`config.mk`:
```
export PLATFORM = sky130hd
export DESIGN_NAME = alu_share_arbiter_flat
export DESIGN_NICKNAME = d
export VERILOG_FILES = /design/src/rtl/alu_share_arbiter_if.sv /design/src/rtl/alu_share_arbiter.sv /design/src/flat_wrapper.sv
export SDC_FILE = /design/constraint.sdc
export NUM_CORES = 1
export LEC_CHECK = 0
export CAP_MARGIN = 20
export CELL_PAD_IN_SITES_DETAIL_PLACEMENT = 1
export CELL_PAD_IN_SITES_GLOBAL_PLACEMENT = 1
export CORE_MARGIN = 5
export CORE_UTILIZATION = 40
export CTS_BUF_LIST = sky130_fd_sc_hd__clkbuf_2
export CTS_CLUSTER_DIAMETER = 100
export DETAILED_ROUTE_END_ITERATION = 10
export PLACE_DENSITY_LB_ADDON = 0.2
export SLEW_MARGIN = 20
export SYNTH_ARGS = -nofsm -noshare
export SYNTH_HDL_FRONTEND = slang
export SYNTH_SLANG_ARGS = --single-unit
```
`constraint.sdc`:
```
create_clock -name clk -period 2.7 [get_ports clk]
set_clock_uncertainty 0.1 [all_clocks]
set_input_delay 0.27 -clock clk [delete_from_list [all_inputs] [get_ports clk]]
set_output_delay 0.27 -clock clk [all_outputs]
set_load 0.1 [all_outputs]
```
`src/rtl/alu_share_arbiter_if.sv`:
```
// Operand/result bundle between the two requesters, the shared ALU arbiter
// and the result consumer.
interface alu_share_arbiter_if;
    logic       req0;
    logic       req1;
    logic [2:0] a0;
    logic [2:0] b0;
    logic [2:0] a1;
    logic [2:0] b1;
    logic       op0;
    logic       op1;
    logic       gnt0;
    logic       gnt1;
    logic [3:0] y;
    logic       y_valid;
    logic       y_id;
    logic       busy;

    modport master (
        output req0, req1, a0, b0, a1, b1, op0, op1,
        input  gnt0, gnt1, y, y_valid, y_id, busy
    );

    modport slave (
        input  req0, req1, a0, b0, a1, b1, op0, op1,
        output gnt0, gnt1, y, y_valid, y_id, busy
    );
endinterface

```
`src/rtl/alu_share_arbiter.sv`:
```
// Round-robin sharing of one 3-bit add/absdiff unit between two requesters,
// sequenced IDLE -> CALC -> RESP so that one operation completes every 3 cycles.
module alu_share_arbiter (
    input  logic                clk,
    input  logic                reset,
    alu_share_arbiter_if.slave  bus
);
    localparam int unsigned OpW  = 3;
    localparam int unsigned ResW = 4;

    typedef enum logic [1:0] {
        IDLE = 2'd0,
        CALC = 2'd1,
        RESP = 2'd2
    } state_e;

    state_e            state_q, state_d;
    logic              last_q, last_d;
    logic              win_q, win_d;
    logic [OpW-1:0]    a_q, a_d;
    logic [OpW-1:0]    b_q, b_d;
    logic              op_q, op_d;
    logic              gnt0_q, gnt0_d;
    logic              gnt1_q, gnt1_d;
    logic [ResW-1:0]   y_q, y_d;
    logic              y_valid_q, y_valid_d;
    logic              y_id_q, y_id_d;
    logic              busy_q, busy_d;

    logic              winner_c;
    logic [OpW-1:0]    diff_c;
    logic [ResW-1:0]   result_c;

    // On a tie the requester that was not served last wins
    always_comb begin
        if (bus.req0 && bus.req1) begin
            winner_c = ~last_q;
        end else begin
            winner_c = bus.req1;
        end
    end

    // Shared arithmetic on the captured operands
    always_comb begin
        diff_c = (a_q >= b_q) ? (a_q - b_q) : (b_q - a_q);
        if (op_q) begin
            result_c = ResW'(diff_c);
        end else begin
            result_c = ResW'(a_q) + ResW'(b_q);
        end
    end

    // Next-state and registered-output logic
    always_comb begin
        state_d   = state_q;
        last_d    = last_q;
        win_d     = win_q;
        a_d       = a_q;
        b_d       = b_q;
        op_d      = op_q;
        gnt0_d    = 1'b0;
        gnt1_d    = 1'b0;
        y_d       = y_q;
        y_valid_d = 1'b0;
        y_id_d    = y_id_q;
        busy_d    = busy_q;

        unique case (state_q)
            IDLE: begin
                busy_d = 1'b0;
                if (bus.req0 || bus.req1) begin
                    win_d   = winner_c;
                    last_d  = winner_c;
                    a_d     = winner_c ? bus.a1  : bus.a0;
                    b_d     = winner_c ? bus.b1  : bus.b0;
                    op_d    = winner_c ? bus.op1 : bus.op0;
                    gnt0_d  = ~winner_c;
                    gnt1_d  = winner_c;
                    busy_d  = 1'b1;
                    state_d = CALC;
                end
            end
            CALC: begin
                y_d       = result_c;
                y_id_d    = win_q;
                y_valid_d = 1'b1;
                busy_d    = 1'b1;
                state_d   = RESP;
            end
            RESP: begin
                busy_d  = 1'b0;
                state_d = IDLE;
            end
            default: begin
                busy_d  = 1'b0;
                state_d = IDLE;
            end
        endcase
    end

    // State and output registers; reset discards any in-flight operation
    always_ff @(posedge clk) begin
        if (!reset) begin
            state_q   <= IDLE;
            last_q    <= 1'b1;
            win_q     <= 1'b0;
            a_q       <= '0;
            b_q       <= '0;
            op_q      <= 1'b0;
            gnt0_q    <= 1'b0;
            gnt1_q    <= 1'b0;
            y_q       <= '0;
            y_valid_q <= 1'b0;
            y_id_q    <= 1'b0;
            busy_q    <= 1'b0;
        end else begin
            state_q   <= state_d;
            last_q    <= last_d;
            win_q     <= win_d;
            a_q       <= a_d;
            b_q       <= b_d;
            op_q      <= op_d;
            gnt0_q    <= gnt0_d;
            gnt1_q    <= gnt1_d;
            y_q       <= y_d;
            y_valid_q <= y_valid_d;
            y_id_q    <= y_id_d;
            busy_q    <= busy_d;
        end
    end

    assign bus.gnt0    = gnt0_q;
    assign bus.gnt1    = gnt1_q;
    assign bus.y       = y_q;
    assign bus.y_valid = y_valid_q;
    assign bus.y_id    = y_id_q;
    assign bus.busy    = busy_q;
endmodule

```
`src/flat_wrapper.sv`:
```
// flat-port wrapper written by rule: the top's interface ports become plain ports
module alu_share_arbiter_flat 
  (clk, reset, bus_req0, bus_req1, bus_a0, bus_b0, bus_a1, bus_b1, bus_op0, bus_op1, bus_gnt0, bus_gnt1, bus_y, bus_y_valid, bus_y_id, bus_busy);
  alu_share_arbiter_if bus_i ();
  input  logic clk;
  input  logic reset;
  input wire logic [$bits(bus_i.req0)-1:0] bus_req0;
  input wire logic [$bits(bus_i.req1)-1:0] bus_req1;
  input wire logic [$bits(bus_i.a0)-1:0] bus_a0;
  input wire logic [$bits(bus_i.b0)-1:0] bus_b0;
  input wire logic [$bits(bus_i.a1)-1:0] bus_a1;
  input wire logic [$bits(bus_i.b1)-1:0] bus_b1;
  input wire logic [$bits(bus_i.op0)-1:0] bus_op0;
  input wire logic [$bits(bus_i.op1)-1:0] bus_op1;
  output wire logic [$bits(bus_i.gnt0)-1:0] bus_gnt0;
  output wire logic [$bits(bus_i.gnt1)-1:0] bus_gnt1;
  output wire logic [$bits(bus_i.y)-1:0] bus_y;
  output wire logic [$bits(bus_i.y_valid)-1:0] bus_y_valid;
  output wire logic [$bits(bus_i.y_id)-1:0] bus_y_id;
  output wire logic [$bits(bus_i.busy)-1:0] bus_busy;
  assign bus_i.req0 = bus_req0;
  assign bus_i.req1 = bus_req1;
  assign bus_i.a0 = bus_a0;
  assign bus_i.b0 = bus_b0;
  assign bus_i.a1 = bus_a1;
  assign bus_i.b1 = bus_b1;
  assign bus_i.op0 = bus_op0;
  assign bus_i.op1 = bus_op1;
  assign bus_gnt0 = bus_i.gnt0;
  assign bus_gnt1 = bus_i.gnt1;
  assign bus_y = bus_i.y;
  assign bus_y_valid = bus_i.y_valid;
  assign bus_y_id = bus_i.y_id;
  assign bus_busy = bus_i.busy;
  alu_share_arbiter u_core (.clk(clk), .reset(reset), .bus(bus_i));
endmodule
```
### Word level (Yosys, flattened, before mapping)

Cells that the tools add are included.

| storage, ports and cells | value |
|---|---|
| register bits after elaboration | 20 |
| output and inout bits | 9 |

| cells by class | value |
|---|---|
| multiplexer cells | 11 |
| eq/ne operators | 2 |
| magnitude comparators | 1 |
| reduce and logical (&&, ||, !) cells | 5 |
| bitwise logic cells | 2 |
| add/sub/neg operators | 3 |

Operators by type and width:

| operator | number |
|---|---|
| 2-to-1 mux 3 bit | 3 |
| subtractor 3 bit | 2 |
| adder 3 x 3 -> 4 bit | 1 |
| 2-to-1 mux 1 bit | 4 |
| 2-to-1 mux 4 bit | 1 |
| one-hot mux 2 bit (2 select lines) | 1 |
| >= comparator 3 bit | 1 |
| AND reduction 3 bit | 1 |
| == test 2 x 1 -> 1 bit, second input constant | 1 |
| logical NOT 2 bit | 1 |
| 2-to-1 mux 2 bit | 1 |
| inequality test 2 x 1 -> 1 bit, second input constant | 1 |
| inverter 1 bit | 2 |
| one-hot mux 1 bit (2 select lines) | 1 |
| AND reduction 2 bit | 1 |
| logical AND 1 bit | 1 |
| logical OR 1 bit | 1 |

### Logic depth before layout (Yosys ltp)

Gate-level depths: netlist of run 1.

| logic depth | value |
|---|---|
| depth after elaboration | 3 |
| depth in mapped cells | 7 |
| mapped depth without buffers | 6 |

### Worst setup path after synthesis of run 1

Ideal clock, no wire load.

| path | value |
|---|---|
| kind | reg2reg |
| from | register u_core.a_q[0] |
| to | register u_core.y_q[2] (netlist: u_core.bus.y[2]) |
| library setup time | 0.122 ns |
| slack | 0.880 ns |
| clock period less this slack | 1.820 ns |
| arrival time | 1.598 ns |
| cell stages (with the launch flop) | 7 |
| path through | dfxtp_1 > inv_1 > ha_1 > fa_1 > xnor2_1 > and3_1 > a221o_1 |

| on the way | value |
|---|---|
| word-level cells in the longest chain between the ends | 3 |

RTL lines:

| item | RTL line | text |
|---|---|---|
| start: declaration | alu_share_arbiter.sv:20 | `logic [OpW-1:0] a_q, a_d;` |
| start signal: assignment | alu_share_arbiter.sv:107 | `a_q <= '0;` |
| start signal: assignment | alu_share_arbiter.sv:120 | `a_q <= a_d;` |
| subtractor 3 bit / >= comparator 3 bit (equally long branches) | alu_share_arbiter.sv:45 | `diff_c = (a_q >= b_q) ? (a_q - b_q) : (b_q - a_q);` |
| 2-to-1 mux 3 bit | alu_share_arbiter.sv:45 |  |
| 2-to-1 mux 4 bit * | alu_share_arbiter.sv:46 | `if (op_q) begin` |
| end signal: assignment | alu_share_arbiter.sv:125 | `y_q <= y_d;` |
| end: declaration | alu_share_arbiter.sv:25 | `logic [ResW-1:0] y_q, y_d;` |

Every way passes the cells marked *; elsewhere a longest branch is shown, timed or not.
A chain may end at the register's enable or synchronous reset.

### Final worst setup path of run 1

Same ends and word-level chain as after synthesis.

==> results of run 1 <==
[flip-flops by register name, summed over array words and instances, names as in the netlist]
name                flops
u_core.last_q           1
u_core.bus.gnt1         1
u_core.bus.y_valid      1
u_core.win_q            1
u_core.bus.gnt0         1
u_core.bus.busy         1
u_core.bus.y            4
u_core.op_q             1
u_core.state_q          2
u_core.a_q              3
u_core.b_q              3
u_core.bus.y_id         1
[kinds of logic after synthesis]
group                      Yosys count
AOI/OAI and AO/OA                   30
and+or+nand+nor                     23
DFF                                 20
buffers and inverters               12
adders and majority gates           10
muxes                                8
xor gates and xnor gates             3
[path summary, 6_finish.rpt]
check,to,slack [ns],cells past startpoint
min reg2reg,u_core.bus.y_id,0.38,2
max,u_core.bus.y[2],0.76,6
min,u_core.bus.y_id,0.38,2
max reg2reg,u_core.bus.y[2],0.76,6
[synthesized netlist by cell type, types with 2 or more instances]
cell	instances	share of area
dfxtp_1	20	0.39
a21oi_1	10	0.048
mux2i_1	8	0.077
ha_1	7	0.084
inv_1	7	0.025
nand2_1	7	0.025
o21ai_0	4	0.019
o21ai_1	4	0.019
and3_1	3	0.018
buf_4	3	0.022
fa_1	3	0.058
a21boi_1	2	0.014
a32o_1	2	0.019
and2_1	2	0.012
nand2b_1	2	0.012
nor2b_1	2	0.012
o31ai_1	2	0.014
xnor2_1	2	0.017
[per-stage QoR]
stage | worst slack, ns | util
3_3_place_gp | 0.763 | 0.524
6_report | 0.763 | 0.542
5_1_grt | 0.636 | 0.542
2_1_floorplan | 0.880 | -
3_5_place_dp | 0.690 | 0.524
4_1_cts | 0.744 | 0.542
[layout make-up]
class                           count  area [sq um]
Inverter                            7          26.3
Fill cell                         301          1130
Sequential cell                    20           400
Timing Repair Buffer               28           253
Tap cell                           30          37.5
Clock inverter                      1          30.0
Clock buffer                        3          15.0
Multi-Input combinational cell     74           582
[power by group through the flow]
stage / clock (mW) / sequential (mW) / combinational, mW
floorplan: 0 / 0.424 / 0.136
global placement: 0 / 0.352 / 0.274
detailed placement: 0 / 0.353 / 0.283
CTS: 0.238 / 0.347 / 0.283
global route: 0.243 / 0.351 / 0.305
finish: 0.226 / 0.346 / 0.279
[per-layer routing]
layer / GRT usage / share of wire / vias to the layer above
met2: 0.243 / 0.53 / 17
met5: 0 / 0 / -
li1: - / - / 420
met3: 0.0298 / 0.052 / 2
met1: 0.162 / 0.41 / 380
met4: 0.0743 / 0.0076 / 0
[worst max-delay path, delay by kind of cell (launching register included)]
family / cells / cell delay [ns]
adders and majority gates: 2 / 0.67
DFF: 1 / 0.42
xor gates and xnor gates: 1 / 0.13
and+or+nand+nor: 1 / 0.18
AOI/OAI and AO/OA: 1 / 0.30
buffers and inverters: 1 / 0.06
==> metrics, run 1 <==
status complete, no violations; CP cell instances inv_1 -> ha_1 -> fa_1 -> xnor2_1 -> and3_1 -> a221o_1; CP arrival 2.08 ns; Final Routed Wirelength between 2000 and 2500 um; Placed Area around 1300 sq um; HP Class register to register; first-pass GRT wire length 3760 um; Die Span X 61.0 um; largest net degree at the start of global routing 21; Die Span Y 61.0 um; relative slew slack 0.646; CTS Hold Bufs 0; routed vias/inst 5.02; worst hold slack between 0.3 and 0.4 ns; placed insts 159; Num CTS Buffers 3; commonest non-fill, non-tap cell in the layout dfxtp_1; later-pin clock latency in the skew report roughly 0.32 ns; fin nets 162; worst-path maximum fanout 4; Die ar. 3720 sq um; Max stage delay on crit path 0.45 ns; number of enable flip-flop cells after synthesis 0; Hold Crit Start u_core.win_q; layout cells sized above 1 0.150; crit end category register; Post-Synth Adder-Cell Area 0.142; post-route design area 1340 sq um; Max-Cap Viols 0; mean routed wirelength per cell 13.7 um; syn_area_per_cell 9.81 sq um; critical path class register to register; highest-count cells in the layout ignoring fill and taps 20 x dfxtp_1, 17 x clkdlybuf4s50_1, 11 x buf_4; total power draw 0.851 mW; DRT Pass-1 Iters 3; register bit total from synthesis 20; CTS tree done; clock transition at the registers of the reported paths 0.20 ns; power density cells 633 nW/um^2; GP Congestion 0.824; fin crit share 0.717; synthesized cell area 1040 sq um; crit path time final 1.94 ns; setup TNS 0 ns; initial antenna violation count 0; Synth cell types 34; Initial Utilization 0.420; Antenna Cells 0; Synth Area in Simple Gates 0.130; largest family of logic cells by synthesized area compound AO/OA/AOI/OAI gates; worst r2r src u_core.a_q[0]; compound-gate portion of the synthesized area 0.185; Leakage 0.579 nW; RSZ-0062 raised after global routing no; post-synthesis sequential area ratio 0.385; Worst Max-Slew Pin Slew 0.530 ns; PortBufs 26; NetSw between 0.2 and 0.3 mW; Post-CTS Setup Inserts 0; clock power share 0.265; drt drc 0; sequential share of power 0.407; worst-case vdd ir drop between 0.0003 and 0.0004 V; grt ovf 0; fin. max-slew vios 0; Synth Instances 106; area grow syn2layout 29.2%; Worst Setup SP u_core.a_q[0]; DR iter-0 viols 10; internal power 0.558 mW; io pins 27; via count just over 800; Mapped Nets 134; switch share 0.344; Root Buffer clkbuf_2; post-CTS sizing 0; worst path required time 2.85 ns; HPWL Detailed ~1800 um; Synth Flop Type dfxtp_1; Fmax achieved 516 MHz; Final setup viols 0; mux contribution to synthesized area 0.0770; Post-Synth XOR/XNOR Area 0.0253; Final Hold Viols 0; Final ANT Viol Nets 0; vias in the first global route between 800 and 900; H-tree depth 1; Post-Layout Cell Count 163; clk sinks 20; Critical Path Start Type register; Max clock buf depth 2; CP max-delay cell fa_1; Ys Warns 0; core region area 2480 sq um; Logic pwr share 0.328; row count 18; FFs w/ async S/R, synth 0; Total GRT Usage 0.141
No activity file was read; power rests on OpenSTA's default activity.
==> inputs of run 2 (changes only) <==
--- a/config.mk
+++ b/config.mk
@@ -9,7 +9,7 @@
 export CELL_PAD_IN_SITES_DETAIL_PLACEMENT = 1
 export CELL_PAD_IN_SITES_GLOBAL_PLACEMENT = 1
 export CORE_MARGIN = 5
-export CORE_UTILIZATION = 40
+export CORE_UTILIZATION = 37
 export CTS_BUF_LIST = sky130_fd_sc_hd__clkbuf_2
 export CTS_CLUSTER_DIAMETER = 100
 export DETAILED_ROUTE_END_ITERATION = 10
==> constraint.sdc (replaced) <==
create_clock -name clk -period 1.9 [get_ports clk]
set_clock_uncertainty 0.1 [all_clocks]
set_input_delay 0.19 -clock clk [delete_from_list [all_inputs] [get_ports clk]]
set_output_delay 0.19 -clock clk [all_outputs]
set_load 0.1 [all_outputs]
==> metrics, run 2 (same netlist as run 1, synthesis figures left out) <==
Total GRT Usage 0.136 (-0.00421); internal reg-to-reg setup slack 0.04 ns (-0.72 ns); Hold EP u_core.a_q[0]; clock transition at the registers of the reported paths 0.22 ns (+0.02 ns); vias in the first global route 946 (+11%); total power draw 1.24 mW (+46%); crit path buf inv count 1 (unchanged); PortBufs 26 (unchanged); mean routed wirelength per cell 15.0 um (+9.9%); crit end category register; Final Routed Wirelength 2480 um (+11%); GP Congestion 0.817 (-0.86%); CTS Hold Bufs 0 (unchanged); Die Span X 63.0 um (+3.3%); worst path required time 2.07 ns (-0.78 ns); Die ar. 3970 sq um (+6.8%); switch share 0.353 (+0.00956); worst-case vdd ir drop 0.000623 V (+60%); routed vias/inst 5.15 (+2.4%); max reg flops 4 (unchanged); highest-count cells in the layout ignoring fill and taps 17 x clkdlybuf4s50_1, 17 x dfxtp_1, 12 x buf_4; RSZ-0062 raised after global routing yes; CP cell instances ha_2 -> inv_1 -> fa_1 -> xnor2_1 -> o31ai_1 -> a221o_1; critical path class register to register; grt ovf 0 (unchanged); Fmax achieved 537 MHz (+4.1%); Final ANT Viol Nets 0 (unchanged); Leakage 0.581 nW (+0.23%); Antenna Cells 0 (unchanged); CP max-delay cell fa_1; power density cells 908 nW/um^2 (+43%); Root Buffer clkbuf_2; layout cells sized above 1 0.201 (+0.0511); Final setup viols 0 (unchanged); Logic pwr share 0.334 (+0.006); Worst Max-Slew Pin Slew 0.287 ns (-0.243 ns); row count 19 (+1); worst r2r src u_core.b_q[0]; Die Span Y 63.0 um (+3.3%); CP arrival 2.03 ns (-0.05 ns); Placed Area 1310 sq um (+0.67%); Max clock buf depth 2 (unchanged); status complete, no violations; sequential share of power 0.398 (-0.009); relative slew slack 0.809 (+0.163); Initial Utilization 0.380 (-0.0394); area of the multi-input gates 589 sq um (+1.3%); io pins 27 (unchanged); Num CTS Buffers 3 (unchanged); core region area 2730 sq um (+10%); CTS tree done; Max-Cap Viols 0 (unchanged); CP delay by family, top adder cells; first-pass GRT wire length 4320 um (+15%); fin nets 163 (+0.62%); Final Hold Viols 0 (unchanged); HP Class input port to register; clock power share 0.268 (+0.003); Max stage delay on crit path 0.43 ns (-0.02 ns); DR iter-0 viols 18 (+8); DRT Pass-1 Iters 2 (-1); HPWL Detailed 1900 um (+4.1%); Hold Crit Start bus_a0[0]; fin crit share 0.979 (+0.262); fin. max-slew vios 0 (unchanged); fillers 326 (+8.3%); Critical Path Start Type register; later-pin clock latency in the skew report 0.34 ns (+0.02 ns); initial antenna violation count 0 (unchanged); cell depth of the worst flop-to-flop path 6 (unchanged); reg2reg end u_core.bus.y[2]; crit path time final 1.86 ns (-0.0758 ns); H-tree depth 1 (unchanged); via count 849 (+3.7%); worst hold slack 0.347 ns (-0.0344 ns); Hold Path Depth 3 (+1); worst-path maximum fanout 4 (unchanged); internal power 0.801 mW (+43%); clk sinks 20 (unchanged); area grow syn2layout 31.2%; drt drc 0 (unchanged); NetSw 0.438 mW (+50%); Sequential cell area 404 sq um (+0.94%); post-route design area 1360 sq um (+1.5%); largest net degree at the start of global routing 20 (-4.8%)
-- run 2: cell count changes in the layout (fill, tap and decap cells not counted), sizes merged --
cell and change:
buf +1
-- run 2: worst min-delay path: cells and delay by family --
kind                   cells  cell delay (ns)
AOI/OAI and AO/OA          1             0.08
buffers and inverters      1             0.39
muxes                      1             0.13
-- run 2: per-layer routing --
layer / part of all wire / vias to the layer above / GRT usage
met2: 0.50 / 22 / 0.228
li1: - / 421 / -
met4: 0.020 / 0 / 0.0637
met5: 0 / - / 0
met3: 0.044 / 5 / 0.0324
met1: 0.44 / 401 / 0.162
-- run 2: repair_timing --
action | 4_1_cts | 5_1_grt
setup buffers | 0 | 0
resized for setup | 3 | 3
pin swaps | 0 | 1
setup endpoints to repair | 1 | 2
-- run 2: stage by stage --
stage	std cells	worst slack, ns	util	setup TNS [ns]
final	165	0.0391	0.499	0
after floorplan	106	0.0804	-	0
after detailed placement	161	-0.0486	0.478	-0.0486
after global placement	161	0.0443	0.478	0
after CTS	165	0.0101	0.497	0
after global routing	165	-0.0192	0.499	-0.0192
-- run 2: power by group through the flow --
stage / Combinational [mW] / Clock [mW] / Sequential (mW)
after floorplan: 0.193 / 0 / 0.603
after global placement: 0.397 / 0 / 0.496
after detailed placement: 0.410 / 0 / 0.500
after CTS: 0.416 / 0.338 / 0.493
after global routing: 0.450 / 0.360 / 0.500
final: 0.413 / 0.333 / 0.493
-- run 2: how the worst max path moves through the flow --
stage	slack, ns	start	end	depth (start not counted)
floorplan	0.08	u_core.a_q[0]	u_core.bus.y[2]	6
global placement	0.04	u_core.a_q[0]	u_core.bus.y[2]	6
detailed placement	-0.05	u_core.a_q[0]	u_core.bus.y[2]	6
CTS	0.01	u_core.b_q[0]	u_core.bus.y[2]	6
global route	-0.02	u_core.b_q[0]	u_core.bus.y[2]	6
finish	0.04	u_core.b_q[0]	u_core.bus.y[2]	6
-- run 2: cell type report --
| type | instances | share of cell area |
|---|---|---|
| flip-flops and latches | 20 | 0.296 |
| well taps | 31 | 0.0284 |
| clock inverters | 1 | 0.0220 |
| repair buffers | 29 | 0.191 |
| clock buffers | 3 | 0.0110 |
| inverters | 7 | 0.0193 |
| multi-input cells | 74 | 0.432 |
